===== src/rtl/mips_pkg.sv =====
// Shared types and constants for the multicycle MIPS PC path.
//   pc_state_e        : PC unit FSM states
//   DEF_*_VECTOR      : default reset and trap targets
//   PC_SEL_*          : next-PC source indices used by the control unit
package mips_pkg;

  typedef enum logic {
    RUN  = 1'b0,
    TRAP = 1'b1
  } pc_state_e;

  localparam logic [31:0] DEF_RESET_VECTOR = 32'h0000_0000;
  localparam logic [31:0] DEF_EXC_VECTOR   = 32'h0000_0080;

  localparam int unsigned PC_SEL_MEM     = 0;
  localparam int unsigned PC_SEL_RESULT  = 1;
  localparam int unsigned PC_SEL_ALU_OUT = 2;
  localparam int unsigned PC_SEL_PC      = 3;
  localparam int unsigned PC_SEL_LS      = 4;
  localparam int unsigned PC_SEL_EPC     = 5;
  localparam int unsigned PC_SEL_CONCAT  = 6;

endpackage


===== src/rtl/pc_update_unit_if.sv =====
// Control-unit <-> PC-unit bus.
//   master : control side, drives sel/src_data/pc_write/stall/exc_req
//   slave  : PC unit, drives pc/epc/bad_addr/trap_taken/sel_err/in_trap
interface pc_update_unit_if #(
  parameter int unsigned WIDTH   = 32,
  parameter int unsigned NUM_SRC = 7,
  parameter int unsigned SEL_W   = 3
);

  logic [SEL_W-1:0]         sel;
  logic [NUM_SRC*WIDTH-1:0] src_data;
  logic                     pc_write;
  logic                     stall;
  logic                     exc_req;
  logic [WIDTH-1:0]         pc;
  logic [WIDTH-1:0]         epc;
  logic [WIDTH-1:0]         bad_addr;
  logic                     trap_taken;
  logic                     sel_err;
  logic                     in_trap;

  modport master (
    output sel, src_data, pc_write, stall, exc_req,
    input  pc, epc, bad_addr, trap_taken, sel_err, in_trap
  );

  modport slave (
    input  sel, src_data, pc_write, stall, exc_req,
    output pc, epc, bad_addr, trap_taken, sel_err, in_trap
  );

endinterface


===== src/rtl/pc_src_mux.sv =====
// Combinational next-PC source selector.
//   i_sel          : source index
//   i_src_data     : flattened sources, source i at [i*WIDTH +: WIDTH]
//   o_data_c       : selected source (zero when i_sel is out of range)
//   o_sel_valid_c  : i_sel < NUM_SRC
module pc_src_mux #(
  parameter int unsigned WIDTH   = 32,
  parameter int unsigned NUM_SRC = 7,
  parameter int unsigned SEL_W   = 3
) (
  input  logic [SEL_W-1:0]         i_sel,
  input  logic [NUM_SRC*WIDTH-1:0] i_src_data,
  output logic [WIDTH-1:0]         o_data_c,
  output logic                     o_sel_valid_c
);

  // Defaults cover every out-of-range index, so nothing is ever latched or X.
  always_comb begin
    o_data_c      = '0;
    o_sel_valid_c = 1'b0;
    for (int unsigned i = 0; i < NUM_SRC; i++) begin
      if (i_sel == SEL_W'(i)) begin
        o_data_c      = i_src_data[i*WIDTH +: WIDTH];
        o_sel_valid_c = 1'b1;
      end
    end
  end

endmodule


===== src/rtl/pc_update_unit.sv =====
// Registered program counter with source selection, alignment/range
// checking and trap entry to a fixed vector.
//   clk   : core clock, rising edge
//   reset : asynchronous active-low reset
//   bus   : slave side of pc_update_unit_if (sel/src_data/pc_write/stall/
//           exc_req in; pc/epc/bad_addr/trap_taken/sel_err/in_trap out)
module pc_update_unit
  import mips_pkg::*;
#(
  parameter int unsigned      WIDTH        = 32,
  parameter int unsigned      NUM_SRC      = 7,
  parameter int unsigned      SEL_W        = 3,
  parameter logic [WIDTH-1:0] RESET_VECTOR = WIDTH'(DEF_RESET_VECTOR),
  parameter logic [WIDTH-1:0] EXC_VECTOR   = WIDTH'(DEF_EXC_VECTOR),
  parameter bit               ALIGN_CHECK  = 1'b1
) (
  input logic              clk,
  input logic              reset,
  pc_update_unit_if.slave  bus
);

  pc_state_e        r_state;
  logic [WIDTH-1:0] r_pc;
  logic [WIDTH-1:0] r_epc;
  logic [WIDTH-1:0] r_bad_addr;
  logic             r_trap_taken;
  logic             r_sel_err;
  logic             r_in_trap;

  logic [WIDTH-1:0] w_src;
  logic             w_sel_valid;
  logic             w_load;
  logic             w_misaligned;

  pc_src_mux #(
    .WIDTH   (WIDTH),
    .NUM_SRC (NUM_SRC),
    .SEL_W   (SEL_W)
  ) u_src_mux (
    .i_sel         (bus.sel),
    .i_src_data    (bus.src_data),
    .o_data_c      (w_src),
    .o_sel_valid_c (w_sel_valid)
  );

  assign w_load       = bus.pc_write && !bus.stall;
  assign w_misaligned = ALIGN_CHECK && (w_src[1:0] != 2'b00);

  // PC state machine; pulses default low each cycle and are set only on events.
  always_ff @(posedge clk or negedge reset) begin
    if (!reset) begin
      r_state      <= RUN;
      r_pc         <= RESET_VECTOR;
      r_epc        <= '0;
      r_bad_addr   <= '0;
      r_trap_taken <= 1'b0;
      r_sel_err    <= 1'b0;
      r_in_trap    <= 1'b0;
    end else begin
      r_trap_taken <= 1'b0;
      r_sel_err    <= 1'b0;
      case (r_state)
        RUN: begin
          if (bus.exc_req) begin
            r_pc         <= EXC_VECTOR;
            r_epc        <= r_pc;
            r_trap_taken <= 1'b1;
            r_in_trap    <= 1'b1;
            r_state      <= TRAP;
          end else if (w_load && w_sel_valid && w_misaligned) begin
            r_pc         <= EXC_VECTOR;
            r_epc        <= r_pc;
            r_bad_addr   <= w_src;
            r_trap_taken <= 1'b1;
            r_in_trap    <= 1'b1;
            r_state      <= TRAP;
          end else if (w_load && !w_sel_valid) begin
            r_sel_err <= 1'b1;
          end else if (w_load) begin
            r_pc <= w_src;
          end
        end
        TRAP: begin
          // Load requests are dropped here; only a new exception is honoured.
          r_pc <= EXC_VECTOR;
          if (bus.exc_req) begin
            r_epc        <= r_pc;
            r_trap_taken <= 1'b1;
          end else begin
            r_in_trap <= 1'b0;
            r_state   <= RUN;
          end
        end
        default: begin
          r_in_trap <= 1'b0;
          r_state   <= RUN;
        end
      endcase
    end
  end

  assign bus.pc         = r_pc;
  assign bus.epc        = r_epc;
  assign bus.bad_addr   = r_bad_addr;
  assign bus.trap_taken = r_trap_taken;
  assign bus.sel_err    = r_sel_err;
  assign bus.in_trap    = r_in_trap;

endmodule

===== src/flat_wrapper.sv =====
// flat-port wrapper written by rule: the top's interface ports become plain ports
module pc_update_unit_flat import mips_pkg::*;
#(
  parameter int unsigned      WIDTH        = 32,
  parameter int unsigned      NUM_SRC      = 7,
  parameter int unsigned      SEL_W        = 3,
  parameter logic [WIDTH-1:0] RESET_VECTOR = WIDTH'(DEF_RESET_VECTOR),
  parameter logic [WIDTH-1:0] EXC_VECTOR   = WIDTH'(DEF_EXC_VECTOR),
  parameter bit               ALIGN_CHECK  = 1'b1
)
  (clk, reset, bus_sel, bus_src_data, bus_pc_write, bus_stall, bus_exc_req, bus_pc, bus_epc, bus_bad_addr, bus_trap_taken, bus_sel_err, bus_in_trap);
  pc_update_unit_if #(.WIDTH(WIDTH), .NUM_SRC(NUM_SRC), .SEL_W(SEL_W)) bus_i ();
  input logic clk;
  input logic reset;
  input wire logic [$bits(bus_i.sel)-1:0] bus_sel;
  input wire logic [$bits(bus_i.src_data)-1:0] bus_src_data;
  input wire logic [$bits(bus_i.pc_write)-1:0] bus_pc_write;
  input wire logic [$bits(bus_i.stall)-1:0] bus_stall;
  input wire logic [$bits(bus_i.exc_req)-1:0] bus_exc_req;
  output wire logic [$bits(bus_i.pc)-1:0] bus_pc;
  output wire logic [$bits(bus_i.epc)-1:0] bus_epc;
  output wire logic [$bits(bus_i.bad_addr)-1:0] bus_bad_addr;
  output wire logic [$bits(bus_i.trap_taken)-1:0] bus_trap_taken;
  output wire logic [$bits(bus_i.sel_err)-1:0] bus_sel_err;
  output wire logic [$bits(bus_i.in_trap)-1:0] bus_in_trap;
  assign bus_i.sel = bus_sel;
  assign bus_i.src_data = bus_src_data;
  assign bus_i.pc_write = bus_pc_write;
  assign bus_i.stall = bus_stall;
  assign bus_i.exc_req = bus_exc_req;
  assign bus_pc = bus_i.pc;
  assign bus_epc = bus_i.epc;
  assign bus_bad_addr = bus_i.bad_addr;
  assign bus_trap_taken = bus_i.trap_taken;
  assign bus_sel_err = bus_i.sel_err;
  assign bus_in_trap = bus_i.in_trap;
  pc_update_unit #(.WIDTH(WIDTH), .NUM_SRC(NUM_SRC), .SEL_W(SEL_W), .RESET_VECTOR(RESET_VECTOR), .EXC_VECTOR(EXC_VECTOR), .ALIGN_CHECK(ALIGN_CHECK)) u_core (.clk(clk), .reset(reset), .bus(bus_i));
endmodule

===== config.mk =====
export PLATFORM = sky130hd
export DESIGN_NAME = pc_update_unit_flat
export DESIGN_NICKNAME = d
export VERILOG_FILES = /design/src/rtl/mips_pkg.sv /design/src/rtl/pc_update_unit_if.sv /design/src/rtl/pc_src_mux.sv /design/src/rtl/pc_update_unit.sv /design/src/flat_wrapper.sv
export SDC_FILE = /design/constraint.sdc
export NUM_CORES = 1
export LEC_CHECK = 0
export ABC_AREA = 1
export BUFFER_PORTS_ARGS = -buffer_cell sky130_fd_sc_hd__buf_2
export CORE_AREA = 2 2 127 129
export CTS_CLUSTER_SIZE = 8
export DETAILED_ROUTE_END_ITERATION = 8
export DIE_AREA = 0 0 129 131
export GPL_ROUTABILITY_DRIVEN = 0
export GPL_TIMING_DRIVEN = 0
export PLACE_DENSITY = 0.82
export SLEW_MARGIN = 0
export SYNTH_ARGS = -nofsm -noshare
export SYNTH_HDL_FRONTEND = slang
export SYNTH_SLANG_ARGS = --single-unit
export TNS_END_PERCENT = 5

===== constraint.sdc =====
create_clock -name clk -period 1.41 [get_ports clk]
set_input_delay 0.141 -clock clk [delete_from_list [all_inputs] [get_ports clk]]
set_output_delay 0.141 -clock clk [all_outputs]
set_load 0.005 [all_outputs]

==> summary.md <==
| Metric | Value |
|---|---|
| Simple-gate share of the synthesized area | 0.406 |
| Fmax | 0.716 GHz |
| Critical path cell sequence | buf_12 > clkinv_8 > nand3_1 > inv_2 > nand2_1 > nand2_1 > inv_1 > nand2_1 > nand2_1 > nand2_2 > nand2_4 > nand2_4 > nand3_4 > buf_4 > nand3_1 > nand2_1 |
| Cell area after layout | 8300 um^2 |
| Root buffer cell | clkbuf_16 |
| Top delay family on crit path | simple AND/OR/NAND/NOR gates |
| Max_cap viols | 0 |
| Post-layout util | 0.532 |
| H-tree depth | 3 |
| Setup ws final | 14.0 ps |
| Drt pass-1 iters | 5 |
| Clock slew at reported path FFs | 70 ps |
| Clock Sinks | 99 |
| Post-route ant nets | 0 |
| Pin count of the biggest net entering global routing | 75 |
| Final nets | 1354 |
| DR WL/cell | 16.8 um |
| CP bufs+invs | 5 |
| Pre-CTS setup slack | -821 ps |
| Clock Latency Late Sink | 340 ps |
| Sequential share of the synthesized area | 0.456 |
| Max-slew headroom | 0.659 |
| Commonest cells after routing, fill and taps aside | buf_2 (332), nand2_1 (323), dfrtp_1 (99), nand3_1 (98), a21oi_1 (32) |
| Share of layout cells above drive strength 1 | 0.407 |
| Initial antenna violation count | 3 |
| Avg Cell Area, Syn | 7.08 um^2 |
| Unique masters post-synth | 24 |
| Final Instance Count excl. Fillers | 1344 |
| Hpwl dp | 17900 um |
| Commonest non-fill, non-tap cell in the layout | buf_2 |
| Post-synthesis adder-cell area fraction | 0 |
| Drt drc | 0 |
| Synth warn | 0 |
| Endpoints failing setup | 0 |
| Post-synth net total | 999 |
| Clk_skew | 10.8 ps |
| Starting Density | 0.348 |
| Reg2reg setup slack | 70 ps |
| Largest family of logic cells by synthesized area | simple AND/OR/NAND/NOR gates |
| Drt total wl | 22600 um |
| Max Transition Viols Final | 0 |
| Lkg Pwr | 0.00483 uW |
| WS Path Type | in -> reg |
| RSZ-0062 raised after global routing | yes |
| Post-synthesis compound-gate area fraction | 0.0827 |
| Number of global-route vias before repair | 6174 |
| Worst hold path class | in -> reg |
| CTS tree | built |
| Die H | 131 um |
| Worst slew pin tran | 511 ps |
| Crit. End Element | register |
| Biggest cell delay along the critical path | 230 ps |
| Total negative setup slack | 0 ps |
| Post-Synth XOR/XNOR Area | 0 |
| Final period util | 0.990 |
| Area grow syn2layout | 52.7% |
| Mux cell area share after synthesis | 0 |
| Crit-path slowest cell | buf_4 |
| Gr usage total | 0.249 |
| Required time of the critical path | 1630 ps |
| Std cell rows | 46 |
| Die area | 16900 um^2 |
| Gate Count Post-Synth | 767 |
| Final Hold Vio Count | 0 |
| CTS Buf Count | 9 |
| Power per cell area | 940 nW/um^2 |
| Worst Path Arrival | 1620 ps |
| Crit-path max FO | 10 |
| Mapped Area | 5430 um^2 |
| Register bit total from synthesis | 99 |
| Outcome | finished clean |
| # IOs | 331 |
| 1st-iter DRT viols | 489 |
| Vias | 6829 |
| IO buf count | 329 |
| Gr ovfl total | 0 |
| CP startpoint kind | input port |
| DP Area | 7440 um^2 |
| Placed insts | 1313 |
| CTS max path bufs | 2 |
| Core area | 15600 um^2 |
| First-pass GRT wire length | 32300 um |
| Die X | 129 um |
| Most repeated library cell on the critical path | nand2_1 |
| Tmin final | 1400 ps |
| Vias per cell | 5.08 |
| Maximum VDD drop | 0.773 mV |
## path summary, 6_finish.rpt
| check | start | end | cells after the start |
|---|---|---|---|
| setup reg to reg | u_core.bus.trap_taken | u_core.bus.pc[7] | 6 |
| min in group asynchronous | reset | u_core.bus.bad_addr[14] | 2 |
| hold reg to reg | u_core.bus.bad_addr[17] | u_core.bus.bad_addr[17] | 2 |
| max in group asynchronous | reset | u_core.bus.epc[28] | 3 |
| hold / removal | bus_stall | u_core.bus.sel_err | 4 |
| setup / recovery | bus_sel[2] | u_core.bus.epc[26] | 16 |
## routing by layer
| layer | GRT usage | vias up | routed length, um |
|---|---|---|---|
| met4 | 0.105 | 2 | 790 |
| met5 | 0 | - | 17 |
| met2 | 0.410 | 384 | 11100 |
| li1 | - | 3242 | - |
| met1 | 0.322 | 3145 | 9070 |
| met3 | 0.0489 | 56 | 1640 |
## cell families after synthesis
kind of cell	after synthesis
DFF	99
buffers and inverters	71
AOI/OAI and AO/OA	80
and+or+nand+nor	517
## stage by stage
step	hold WS, ps	power, uW
3_5_place_dp	77.3	5080
2_1_floorplan	-155	4040
3_3_place_gp	404	5030
4_1_cts	35.6	7680
6_report	45.6	7800
5_1_grt	50.1	8160
## worst min-delay path, delay by kind of cell
family                 cells  cell delay (ps)
and+or+nand+nor            3              140
buffers and inverters      1               80
## report_power, final
group	leakage (uW)	switching (uW)	internal, uW	total (uW)
clock network	0.000143	1120	1440	2560
logic	0.00335	1110	847	1950
registers	0.00134	163	3120	3290
## registers in the layout (all words and copies together) (netlist names)
name and cells:
u_core.bus.bad_addr 32, u_core.bus.epc 32, u_core.bus.pc 32, u_core.bus.in_trap 1
u_core.bus.sel_err 1, u_core.bus.trap_taken 1
## what timing repair did
action / in CTS / in global routing
hold buffers: 1 / 0
gates resized for setup: 43 / 89
pin swaps: 3 / 9
setup endpoints to repair: 99 / 93
cloned: 0 / 5
hold endpoints to repair: 25 / 0
setup buffers: 5 / 4
## layout make-up
class | instances | area (um^2)
clock buffers | 10 | 239
plain buffers | 49 | 355
multi-input cells | 598 | 2900
well taps | 216 | 270
repair buffers | 344 | 1870
clock inverters | 6 | 72.6
diodes | 1 | 2.50
inverters | 21 | 109
flip-flops and latches | 99 | 2480
fillers | 1463 | 7300
## synth_stat cells
| master | number | area, um^2 |
|---|---|---|
| a21oi_1 | 32 | 160 |
| a22oi_1 | 13 | 97.6 |
| buf_1 | 1 | 3.75 |
| buf_2 | 13 | 65.1 |
| buf_4 | 4 | 30.0 |
| clkbuf_1 | 32 | 120 |
| clkinv_1 | 1 | 3.75 |
| dfrtp_1 | 99 | 2480 |
| inv_1 | 15 | 56.3 |
| inv_2 | 5 | 18.8 |
| nand2_1 | 356 | 1340 |
| nand2_2 | 3 | 18.8 |
| nand3_1 | 101 | 505 |
| nand3_2 | 1 | 10.0 |
| nand3b_1 | 15 | 113 |
| nand4_1 | 18 | 113 |
| nand4_2 | 1 | 12.5 |
| nor2_1 | 16 | 60.1 |
| nor3_1 | 2 | 10.0 |
| nor3_2 | 1 | 10.0 |
| o21ai_0 | 22 | 110 |
| o22ai_1 | 13 | 81.3 |
| or2_0 | 1 | 6.26 |
| or2_2 | 2 | 12.5 |
(Power assumes the default switching activity.)
